`src/rtl/dap_cmd_dispatcher.sv`:
```
// -----------------------------------------------------------------------------
// dap_cmd_dispatcher
//
// Accepts one command byte from the request stream, looks up which of four
// worker slots owns that command ID, echoes the command byte back on the
// response stream, then connects the selected worker straight through to both
// byte streams until the worker reports done. Unknown commands and workers
// that exceed the microsecond timeout produce a single 0xFF error byte.
//
// Ports
//   hclk, resetn          clock (rising edge) and async active-low reset
//   us_tick               one-cycle pulse per microsecond
//   dap_in_*              request byte stream (valid/ready/data)
//   dap_out_*             response byte stream (valid/data, no backpressure)
//   worker_en/start       per-slot enable (ECHO..FIN) and start (RUN only)
//   worker_in_*           request bytes broadcast to the slots, per-slot ready
//   worker_out_*          per-slot response bytes (slot n on bits 8n+7:8n)
//   worker_done           per-slot completion, only the selected bit is used
//   busy                  high whenever the dispatcher is not idle
//   err_pulse             one-cycle pulse on unknown command or timeout
// -----------------------------------------------------------------------------
module dap_cmd_dispatcher #(
  parameter logic [7:0]  CMD_ID0    = 8'h00,
  parameter logic [7:0]  CMD_ID1    = 8'h09,
  parameter logic [7:0]  CMD_ID2    = 8'h02,
  parameter logic [7:0]  CMD_ID3    = 8'h03,
  parameter logic [15:0] TIMEOUT_US = 16'd65535
) (
  input  logic        hclk,
  input  logic        resetn,
  input  logic        us_tick,
  input  logic        dap_in_tvalid,
  output logic        dap_in_tready,
  input  logic [7:0]  dap_in_tdata,
  output logic        dap_out_tvalid,
  output logic [7:0]  dap_out_tdata,
  output logic [3:0]  worker_en,
  output logic [3:0]  worker_start,
  output logic        worker_in_tvalid,
  output logic [7:0]  worker_in_tdata,
  input  logic [3:0]  worker_in_tready,
  input  logic [3:0]  worker_out_tvalid,
  input  logic [31:0] worker_out_tdata,
  input  logic [3:0]  worker_done,
  output logic        busy,
  output logic        err_pulse
);

  typedef enum logic [2:0] {
    S_IDLE,
    S_ECHO,
    S_RUN,
    S_FIN,
    S_ERR
  } state_t;

  state_t      state, state_next;
  logic [7:0]  cmd;
  logic [1:0]  sel;
  logic [15:0] cnt;

  logic        match_hit;
  logic [1:0]  match_sel;
  logic [3:0]  sel_mask;
  logic        timeout;

  // Priority lookup: the lowest slot wins if two IDs are configured equal.
  // NOTE: every combinational output gets a default before any branch, so no
  // path leaves a signal unassigned and no latch is inferred.
  always_comb begin
    match_hit = 1'b1;
    match_sel = 2'd0;
    if (dap_in_tdata == CMD_ID0)      match_sel = 2'd0;
    else if (dap_in_tdata == CMD_ID1) match_sel = 2'd1;
    else if (dap_in_tdata == CMD_ID2) match_sel = 2'd2;
    else if (dap_in_tdata == CMD_ID3) match_sel = 2'd3;
    else                              match_hit = 1'b0;
  end

  assign sel_mask = 4'b0001 << sel;
  assign timeout  = us_tick && (cnt == TIMEOUT_US);

  // NOTE: state registers use non-blocking assignments so every flop samples
  // pre-edge values regardless of process evaluation order.
  always_ff @(posedge hclk or negedge resetn) begin
    if (!resetn) begin
      state <= S_IDLE;
      cmd   <= '0;
      sel   <= '0;
      cnt   <= '0;
    end else begin
      state <= state_next;
      if (state == S_IDLE && dap_in_tvalid) begin
        cmd <= dap_in_tdata;
        sel <= match_sel;
      end
      // Cleared in ECHO so the count is zero on the first RUN cycle.
      if (state == S_ECHO) begin
        cnt <= '0;
      end else if (state == S_RUN && us_tick && cnt != 16'hFFFF) begin
        cnt <= cnt + 16'd1;
      end
    end
  end

  always_comb begin
    state_next       = state;
    dap_in_tready    = 1'b0;
    dap_out_tvalid   = 1'b0;
    dap_out_tdata    = 8'h00;
    worker_en        = 4'b0000;
    worker_start     = 4'b0000;
    worker_in_tvalid = 1'b0;
    worker_in_tdata  = 8'h00;
    err_pulse        = 1'b0;

    case (state)
      S_IDLE: begin
        // State is forced to IDLE during reset; gating with resetn keeps the
        // request stream stalled until reset is actually released.
        dap_in_tready = resetn;
        if (dap_in_tvalid) state_next = match_hit ? S_ECHO : S_ERR;
      end
      S_ECHO: begin
        dap_out_tvalid = 1'b1;
        dap_out_tdata  = cmd;
        worker_en      = sel_mask;
        state_next     = S_RUN;
      end
      S_RUN: begin
        worker_en        = sel_mask;
        worker_start     = sel_mask;
        worker_in_tvalid = dap_in_tvalid;
        worker_in_tdata  = dap_in_tdata;
        dap_in_tready    = worker_in_tready[sel];
        dap_out_tvalid   = worker_out_tvalid[sel];
        dap_out_tdata    = worker_out_tdata[{sel, 3'b000} +: 8];
        // Done is checked first so a worker finishing on the timeout tick
        // still completes normally.
        if (worker_done[sel]) state_next = S_FIN;
        else if (timeout)     state_next = S_ERR;
      end
      S_FIN: begin
        worker_en  = sel_mask;
        state_next = S_IDLE;
      end
      S_ERR: begin
        dap_out_tvalid = 1'b1;
        dap_out_tdata  = 8'hFF;
        err_pulse      = 1'b1;
        state_next     = S_IDLE;
      end
      default: state_next = S_IDLE;
    endcase
  end

  assign busy = (state != S_IDLE);

endmodule
```
`config.mk`:
```
export PLATFORM = sky130hd
export DESIGN_NAME = dap_cmd_dispatcher
export DESIGN_NICKNAME = d
export VERILOG_FILES = /design/src/rtl/dap_cmd_dispatcher.sv
export SDC_FILE = /design/constraint.sdc
export NUM_CORES = 1
export LEC_CHECK = 0
export ABC_AREA = 1
export BUFFER_PORTS_ARGS = -buffer_cell sky130_fd_sc_hd__buf_2
export CORE_MARGIN = 5
export CORE_UTILIZATION = 46
export CTS_BUF_LIST = sky130_fd_sc_hd__clkbuf_2 sky130_fd_sc_hd__clkbuf_4 sky130_fd_sc_hd__clkbuf_8
export CTS_CLUSTER_DIAMETER = 100
export DETAILED_ROUTE_END_ITERATION = 8
export PLACE_DENSITY = 0.82
export SKIP_CTS_REPAIR_TIMING = 1
export SLEW_MARGIN = 20
export SYNTH_ARGS = -nofsm -noshare
export SYNTH_HDL_FRONTEND = slang
export SYNTH_SLANG_ARGS = --single-unit
```
`constraint.sdc`:
```
create_clock -name hclk -period 3.79 [get_ports hclk]
set_clock_uncertainty 0.05 [all_clocks]
set_input_delay 0.5685 -clock hclk [delete_from_list [all_inputs] [get_ports hclk]]
set_output_delay 0.5685 -clock hclk [all_outputs]
set_load 0.01 [all_outputs]
```
==> impl_metrics.toml, run 1 <==
[pwr]
p_leak_nw = 1.46
powerDensity_nw_per_um2 = 383
vdd_drop_max_uv = 220

[setup_path]
crit_path_max_fanout = 12
crit_buf_inv = 2
critical_path.top_delay_family = "simple AND/OR/NAND/NOR gates"
crit_chain = "inv_1, nor2_1, nand2_1, nand4_1, a22oi_1, nand2_1, buf_2"
cp-start-kind = "register"
cpMostUsedCell = "nand2_1"
crit_path_top_delay_cell = "nor2_1"
crit_arrival_ns = 1.98
crit_required_ns = 3.17
crit_path_end_kind = "primary output"
criticalPathCategory = "reg -> out"
slowest_delay_ns = 0.68

[layout]
drive_gt1_frac = 0.249
nNetsFinal = 485
area_growth_pct = 24.6
num_antenna_cells = 0

[synthesis]
syn_area_um2 = 2170
ys_seq_area_frac = 0.335
synth_top_area_frac = 0.335
syn_inst = 348
synthTopCellsByArea = "dfrtp_1, nand2_1, nor2_1, nand4_1, inv_1"
yosys.area.top_type = "dfrtp_1"
syn_nets = 405
synth.distinct_cells = 28
synth.avg_cell_area_um2 = 6.22
synth_warnings = 0
synth-seq-cells = 29

[sta]
relSlewSlack = 0.395
fmax_ghz = 0.385
finalHoldViolCount = 0
rsz0062_at_grt = "no"
hold_slack_ns = 0.279
worstMarginPinSlew_ns = 0.905
period_share = 0.685
setup_viol = 0
fin_crit_ns = 2.60
tns_ns = 0
report.final.slew_viol_count = 0

[cts]
htreeDepth = 2
path_clk_slew_ns = 0.06
clkLatencyLatePin_ns = 0.28
clockBufferDepth = 2
cts_buffers = 5
cts-root-buf = "clkbuf_8"
cts_tree = "built"
clkSinkCount = 29

[floorplan]
die_height_um = 78.6
rows = 25
fp.dieW_um = 78.6
io_pins = 85
start_util = 0.465
core_um2 = 4660
die_area_um2 = 6180

[drt]
first_iter_violations = 261
dr.pass1.iters = 4
wl_um = 6570
ant_nets = 0
num_vias = 2556
routedWlPerCell_um = 13.6
drc_errors = 0
routed_via_density = 5.29

[global_routing]
antenna_found_initial = 0
gr-total-overflow = 0
grt_pass1_wl_um = 11000
grt_max_degree = 31
first_global_vias = 2355
grtUsageTotal = 0.221

[place]
gp_congestion = 0.904
hpwl_um = 4970
portBuffers = 84

[hold_path]
hold_class = "in -> async"

[status]
status = "finished clean"

[job]
drv_cap = 0
-- metal layers --
metal / up-vias / routed length, µm / global-route usage
li1: 1262 / - / -
met1: 1181 / 2760 / 0.284
met2: 105 / 3290 / 0.373
met3: 8 / 430 / 0.0424
met4: 0 / 95 / 0.0699
met5: - / 0 / 0
-- through the flow --
step	area [µm²]	utilization	std cells	total power, mW	worst slack (ns)
final	2700	0.579	483	1.03	1.19
after detailed placement	2610	0.559	475	0.769	1.46
after global routing	2700	0.579	483	1.11	1.01
after CTS	2700	0.579	483	1.04	1.19
after floorplan	2170	-	348	0.616	1.96
after global placement	2610	0.559	475	0.761	1.52
-- cell type report --
cell class	instances	area (µm²)
inverter	32	123
fill	450	1960
timing repair buffer	85	428
tap	54	67.6
sequential	29	726
multi-input combinational	275	1260
clock buffer	8	91.3
-- cells in the mapped netlist (all sizes together) --
master,instances
a21oi,8
a22o,1
a22oi,3
buf,2
clkbuf,10
dfrtp,29
ha,1
inv,32
nand2,147
nand3,11
nand4,24
nor2,53
nor3,3
o21ai,14
o21bai,3
o31ai,1
or2,1
xor2,5
-- final timing paths --
path | startpoint | end | slack [ns] | cells after the start
max | sel[0]$_DFFE_PN0P_ | dap_out_tdata[2] | 1.19 | 7
min | resetn | cmd[3]$_DFFE_PN0P_ | 0.28 | 1
max reg2reg | state[2]$_DFFE_PN0P_ | cnt[9]$_DFFE_PN0P_ | 1.47 | 7
min reg2reg | cmd[2]$_DFFE_PN0P_ | cmd[2]$_DFFE_PN0P_ | 0.44 | 2
max in group asynchronous | resetn | cnt[10]$_DFFE_PN0P_ | 2.96 | 1
min in group hclk | cmd[2]$_DFFE_PN0P_ | cmd[2]$_DFFE_PN0P_ | 0.44 | 2
-- report_power, final --
group          total [mW]  internal, mW  switching [mW]  leakage (nW)
Clock               0.265         0.152           0.113        0.0498
Sequential          0.408         0.366          0.0421         0.390
Combinational       0.361         0.137           0.224          1.02
Total                1.03         0.655           0.379          1.46
-- worst register-to-register path: cells and delay by family (launching register included) --
kind                   cells  cell delay, ns
AND/OR/NAND/NOR            5            1.40
flip-flops                 1            0.42
buffers and inverters      2            0.38
-- cells in the final DEF, fill, tap and decap left out, drive strengths merged --
master  instances
a21oi           8
a22o            1
a22oi           3
buf            85
clkbuf          8
dfrtp          29
ha              1
inv            32
nand2         147
nand3          11
nand4          24
nor2           53
nor3            3
o21ai          14
o21bai          3
o31ai           1
or2             1
xor2            5
-- kinds of logic (layout without fill, tap and decap cells) --
logic type               count (synthesis)  count (layout)  synth area share
adder cells (fa/ha/maj)                  1               1           0.00578
XOR/XNOR                                 5               5            0.0202
AND/OR/NAND/NOR                        239             239             0.473
flip-flops                              29              29             0.335
buffers and inverters                   44             125            0.0815
AO/OA/AOI/OAI                           30              30            0.0843
-- registers in the layout, summed over array words and instances, names as in the netlist --
signal / cells
state: 3
cmd: 8
cnt: 16
sel: 2
(Power assumes the default switching activity.)
==> run 2: changes to the inputs <==
--- a/config.mk
+++ b/config.mk
@@ -12,7 +12,7 @@
 export CTS_BUF_LIST = sky130_fd_sc_hd__clkbuf_2 sky130_fd_sc_hd__clkbuf_4 sky130_fd_sc_hd__clkbuf_8
 export CTS_CLUSTER_DIAMETER = 100
 export DETAILED_ROUTE_END_ITERATION = 8
-export PLACE_DENSITY = 0.82
+export PLACE_DENSITY = 0.85
 export SKIP_CTS_REPAIR_TIMING = 1
 export SLEW_MARGIN = 20
 export SYNTH_ARGS = -nofsm -noshare
==> constraint.sdc (replaced) <==
create_clock -name hclk -period 2.1 [get_ports hclk]
set_clock_uncertainty 0.05 [all_clocks]
set_input_delay 0.315 -clock hclk [delete_from_list [all_inputs] [get_ports hclk]]
set_output_delay 0.315 -clock hclk [all_outputs]
set_load 0.01 [all_outputs]
==> impl_metrics.toml, run 2 (synthesis results as in run 1) <==
[status]
status = "finished clean"

[pwr]
clkPwrFrac = 0.271
p_comb_frac = 0.342
vdd_drop_max_uv = 711
p_leak_nw = 1.50
switching_power_uw = 721
p_sw_frac = 0.371
seqPwrFrac = 0.388
powerDensity_nw_per_um2 = 702
total_power_mw = 1.94
internal-power_mw = 1.22

[layout]
top_regs = "cnt x16, cmd x8, state x3"
largest_register_ffs = 16
num_antenna_cells = 0
drive_gt1_frac = 0.266
mostFrequentLayoutCell = "nand2_1"
regMostFlops = "cnt"
nFillCells = 441
layout_common_cells = "nand2_1, buf_2, nor2_1"
fin_area_um2 = 2770
fin_util = 0.594
area_growth_pct = 27.7
nNetsFinal = 492

[setup_path]
cp-start-kind = "register"
crit_path_top_delay_cell = "dfrtp_1"
crit_buf_inv = 2
crit_required_ns = 1.74
critical_path.top_delay_family = "flip-flops"
crit_arrival_ns = 1.62
cpMostUsedCell = "nand2_1"
slowest_delay_ns = 0.43
criticalPathCategory = "reg -> out"
crit_path_max_fanout = 11
crit_chain = "nand2_1, inv_1, nand2_1, nand4_1, a22oi_1, nand2_1, buf_2"
crit_path_end_kind = "primary output"

[floorplan]
die_area_um2 = 6180
die_height_um = 78.6
start_util = 0.465
fp.dieW_um = 78.6
core_um2 = 4660
rows = 25
io_pins = 85

[drt]
routed_via_density = 5.26
drc_errors = 0
ant_nets = 0
routedWlPerCell_um = 13.5
wl_um = 6630
first_iter_violations = 209
num_vias = 2575
dr.pass1.iters = 4

[hold_path]
hold_class = "in -> async"

[cts]
cts-root-buf = "clkbuf_8"
path_clk_slew_ns = 0.07
htreeDepth = 2
clockBufferDepth = 2
cts_tree = "built"
clkSinkCount = 29
cts_buffers = 5
clkLatencyLatePin_ns = 0.29

[place]
hpwl_um = 5180
portBuffers = 84
dp_slack_ns = -0.00581
placed_cell_area_um2 = 2660
gp_congestion = 0.942

[global_routing]
grt_max_degree = 30
antenna_found_initial = 0
first_global_vias = 2419
gr-total-overflow = 0
grtUsageTotal = 0.228
grt_pass1_wl_um = 11200

[sta]
period_share = 0.945
worstMarginPinSlew_ns = 0.530
relSlewSlack = 0.646
report.final.slew_viol_count = 0
fin_crit_ns = 1.98
setup_viol = 0
finalHoldViolCount = 0
setup_ws_ns = 0.116
rsz0062_at_grt = "yes"
hold_slack_ns = 0.00379
fmax_ghz = 0.504

[job]
drv_cap = 0
[run 2: final timing paths]
kind	start	to	slack [ns]	cells past startpoint
worst max-delay path	sel[1]$_DFFE_PN0P_	dap_out_tdata[2]	0.12	7
worst min-delay path	resetn	state[1]$_DFFE_PN0P_	0.004	2
worst max register to register	cnt[0]$_DFFE_PN0P_	cnt[10]$_DFFE_PN0P_	0.31	8
worst min register to register	cmd[7]$_DFFE_PN0P_	cmd[7]$_DFFE_PN0P_	0.46	2
max in group asynchronous	resetn	cmd[7]$_DFFE_PN0P_	1.73	2
min in group hclk	dap_in_tdata[5]	cmd[5]$_DFFE_PN0P_	0.27	3
[run 2: metal layers]
| layer | track usage | part of all wire | vias up |
|---|---|---|---|
| li1 | - | - | 1282 |
| met1 | 0.298 | 0.44 | 1199 |
| met2 | 0.368 | 0.48 | 81 |
| met3 | 0.0470 | 0.060 | 13 |
| met4 | 0.0892 | 0.018 | 0 |
| met5 | 0 | 0 | - |
[run 2: per-stage QoR]
step	setup TNS, ns	instances
6_report	0	490
5_1_grt	-0.0800	490
4_1_cts	-0.0136	490
3_5_place_dp	-0.00581	482
3_3_place_gp	0	482
2_1_floorplan	0	348
[run 2: area by class of cell]
type                    instances  area [µm²]  area share
inverters                      32         123      0.0443
repair buffers                 92         480       0.174
clock inverters                 1        5.00     0.00181
clock buffers                   7        96.3      0.0348
flip-flops and latches         29         726       0.262
well taps                      54        67.6      0.0244
multi-input cells             275        1270       0.459
[run 2: power by group through the flow]
stage	clock (mW)	sequential (mW)	combinational [mW]
final	0.526	0.753	0.664
after global placement	0	0.753	0.651
after global routing	0.552	0.759	0.746
after CTS	0.525	0.747	0.672
after detailed placement	0	0.756	0.668
after floorplan	0	0.722	0.389
==> run 3: changes to the inputs <==
--- a/config.mk
+++ b/config.mk
@@ -5,10 +5,9 @@
 export SDC_FILE = /design/constraint.sdc
 export NUM_CORES = 1
 export LEC_CHECK = 0
-export ABC_AREA = 1
-export BUFFER_PORTS_ARGS = -buffer_cell sky130_fd_sc_hd__buf_2
+export BUFFER_PORTS_ARGS = -buffer_cell sky130_fd_sc_hd__buf_4
 export CORE_MARGIN = 5
-export CORE_UTILIZATION = 46
+export CORE_UTILIZATION = 45
 export CTS_BUF_LIST = sky130_fd_sc_hd__clkbuf_2 sky130_fd_sc_hd__clkbuf_4 sky130_fd_sc_hd__clkbuf_8
 export CTS_CLUSTER_DIAMETER = 100
 export DETAILED_ROUTE_END_ITERATION = 8
==> impl_metrics.toml, run 3 <==
[status]
status = "finished clean"

[layout]
regMostFlops = "cnt"
drive_gt1_frac = 0.442
multiInputGateArea_um2 = 1260
mostFrequentLayoutCell = "buf_4"
nNetsFinal = 377
top_regs = "cnt x16, cmd x8, state x3"
area_growth_pct = 46.7
regArea_um2 = 728
largest_register_ffs = 16
nFillCells = 321
layout_common_cells = "buf_4, dfrtp_1, nand2_1"
num_antenna_cells = 0

[sta]
worstMarginPinSlew_ns = 0.599
finalHoldViolCount = 0
fmax_ghz = 0.477
report.final.slew_viol_count = 0
hold_slack_ns = 0.0260
period_share = 0.999
fin_crit_ns = 2.10
setup_viol = 0
rsz0062_at_grt = "yes"
relSlewSlack = 0.601

[setup_path]
crit_path_end_kind = "primary output"
crit_arrival_ns = 1.73
criticalPathCategory = "reg -> out"
crit_path_max_fanout = 9
cp-start-kind = "register"
crit_required_ns = 1.74

[place]
hpwl_um = 5120
gp_congestion = 0.866
portBuffers = 84

[global_routing]
grt_pass1_wl_um = 10700
antenna_found_initial = 0
grtUsageTotal = 0.219
gr-total-overflow = 0
first_global_vias = 2295
grt_max_degree = 31

[synthesis]
synth_warnings = 0
synth_edf_count = 0
synth-seq-cells = 29
yosys.area.top_type = "dfrtp_1"
synth.distinct_cells = 44
synth_top_area_frac = 0.352
syn_nets = 279
async_flop_share = 1.00
yosys.cell_count.top_type = "dfrtp_1"
ys_seq_area_frac = 0.352
synthFlopType = "dfrtp_1"
synthTopCellsByArea = "dfrtp_1, mux4_2, nand2_1, mux2_2, a21oi_1"
synth.avg_cell_area_um2 = 9.28
syn_inst = 222
synth_common_cells = "dfrtp_1, nand2_1, a21oi_1"
syn_area_um2 = 2060

[cts]
path_clk_slew_ns = 0.07
clkLatencyLatePin_ns = 0.28
clockBufferDepth = 2
htreeDepth = 2
cts_tree = "built"
cts_buffers = 5
clkSinkCount = 29
cts-root-buf = "clkbuf_8"

[floorplan]
die_area_um2 = 6030
start_util = 0.470
rows = 24
fp.dieW_um = 77.7
core_um2 = 4380
io_pins = 85
die_height_um = 77.7

[drt]
routed_via_density = 6.17
num_vias = 2300
first_iter_violations = 198
ant_nets = 0
dr.pass1.iters = 5
routedWlPerCell_um = 18.6
drc_errors = 0
wl_um = 6930

[pwr]
p_sw_frac = 0.286
p_comb_frac = 0.256
total_power_mw = 1.80
seqPwrFrac = 0.405
clkPwrFrac = 0.339
internal-power_mw = 1.29
vdd_drop_max_uv = 421
p_leak_nw = 1.34
switching_power_uw = 516
powerDensity_nw_per_um2 = 597

[hold_path]
hold_class = "in -> async"

[job]
drv_cap = 0
run 3: cell count changes after synthesis, moves of 8 or more:
cell / previous run / this run
inv_1: 29 / 3
mux2_2: 0 / 8
nand4_1: 24 / 6
nor2_1: 48 / 12
and3_1: 0 / 11
o31ai_1: 1 / 9
nand2_1: 145 / 27
mux4_2: 0 / 11
run 3: layer usage:
layer / part of all wire / GRT usage / wire length (µm) / vias to the layer above
li1: - / - / - / 1039
met1: 0.37 / 0.249 / 2550 / 1097
met2: 0.51 / 0.376 / 3520 / 140
met3: 0.095 / 0.0775 / 659 / 24
met4: 0.030 / 0.0825 / 205 / 0
met5: 0 / 0 / 0 / -
run 3: final cells by class:
cell class | count | area share
Inverter | 3 | 0.00373
Multi-Input combinational cell | 175 | 0.418
Clock inverter | 2 | 0.0124
Timing Repair Buffer | 106 | 0.276
Clock buffer | 6 | 0.0273
Tap cell | 52 | 0.0215
Sequential cell | 29 | 0.241
run 3: worst paths after layout:
path	from	slack, ns	depth (start not counted)	to
max in group asynchronous	resetn	1.69	2	sel[1]$_DFFE_PN0P_
hold reg to reg	cnt[5]$_DFFE_PN0P_	0.46	1	cnt[5]$_DFFE_PN0P_
setup / recovery	state[2]$_DFFE_PN0P_	0.002	6	dap_out_tdata[0]
hold / removal	resetn	0.03	2	cnt[5]$_DFFE_PN0P_
min in group hclk	dap_in_tdata[5]	0.23	2	cmd[5]$_DFFE_PN0P_
setup reg to reg	state[2]$_DFFE_PN0P_	0.15	4	cnt[15]$_DFFE_PN0P_
run 3: critical path, stage by stage, from the launching register on:
cell and delay, ns:
dfrtp_1 0.36, buf_4 0.16, nor2b_2 0.27, buf_4 0.20, a21oi_1 0.05, o21ai_0 0.23
buf_4 0.18
run 3: power by group through the flow:
stage          registers, mW  clock network, mW  logic (mW)
2_1_floorplan          0.712                  0       0.233
3_3_place_gp           0.726                  0       0.428
3_5_place_dp           0.734                  0       0.447
4_1_cts                0.724              0.615       0.449
5_1_grt                0.741              0.649       0.504
6_report               0.730              0.611       0.461
run 3: through the flow:
stage | utilization | std cells | worst slack, ns | cell area (µm²) | setup TNS, ns
after floorplan | - | 222 | 0.0202 | 2060 | 0
after global placement | 0.644 | 361 | 0.263 | 2820 | 0
after detailed placement | 0.644 | 361 | 0.191 | 2820 | 0
after CTS | 0.671 | 369 | -0.0835 | 2940 | -0.406
after global routing | 0.689 | 373 | -0.0481 | 3020 | -0.171
final | 0.689 | 373 | 0.00170 | 3020 | 0
run 3: kinds of logic (layout without fill, tap and decap cells):
group,Yosys count,after routing,share of synthesized area
simple gates,98,98,0.256
flops,29,29,0.352
xor+xnor,2,2,0.00851
compound gates,52,52,0.160
mux,22,22,0.179
fa+ha+maj,1,1,0.00607
buf+inv,18,117,0.0383
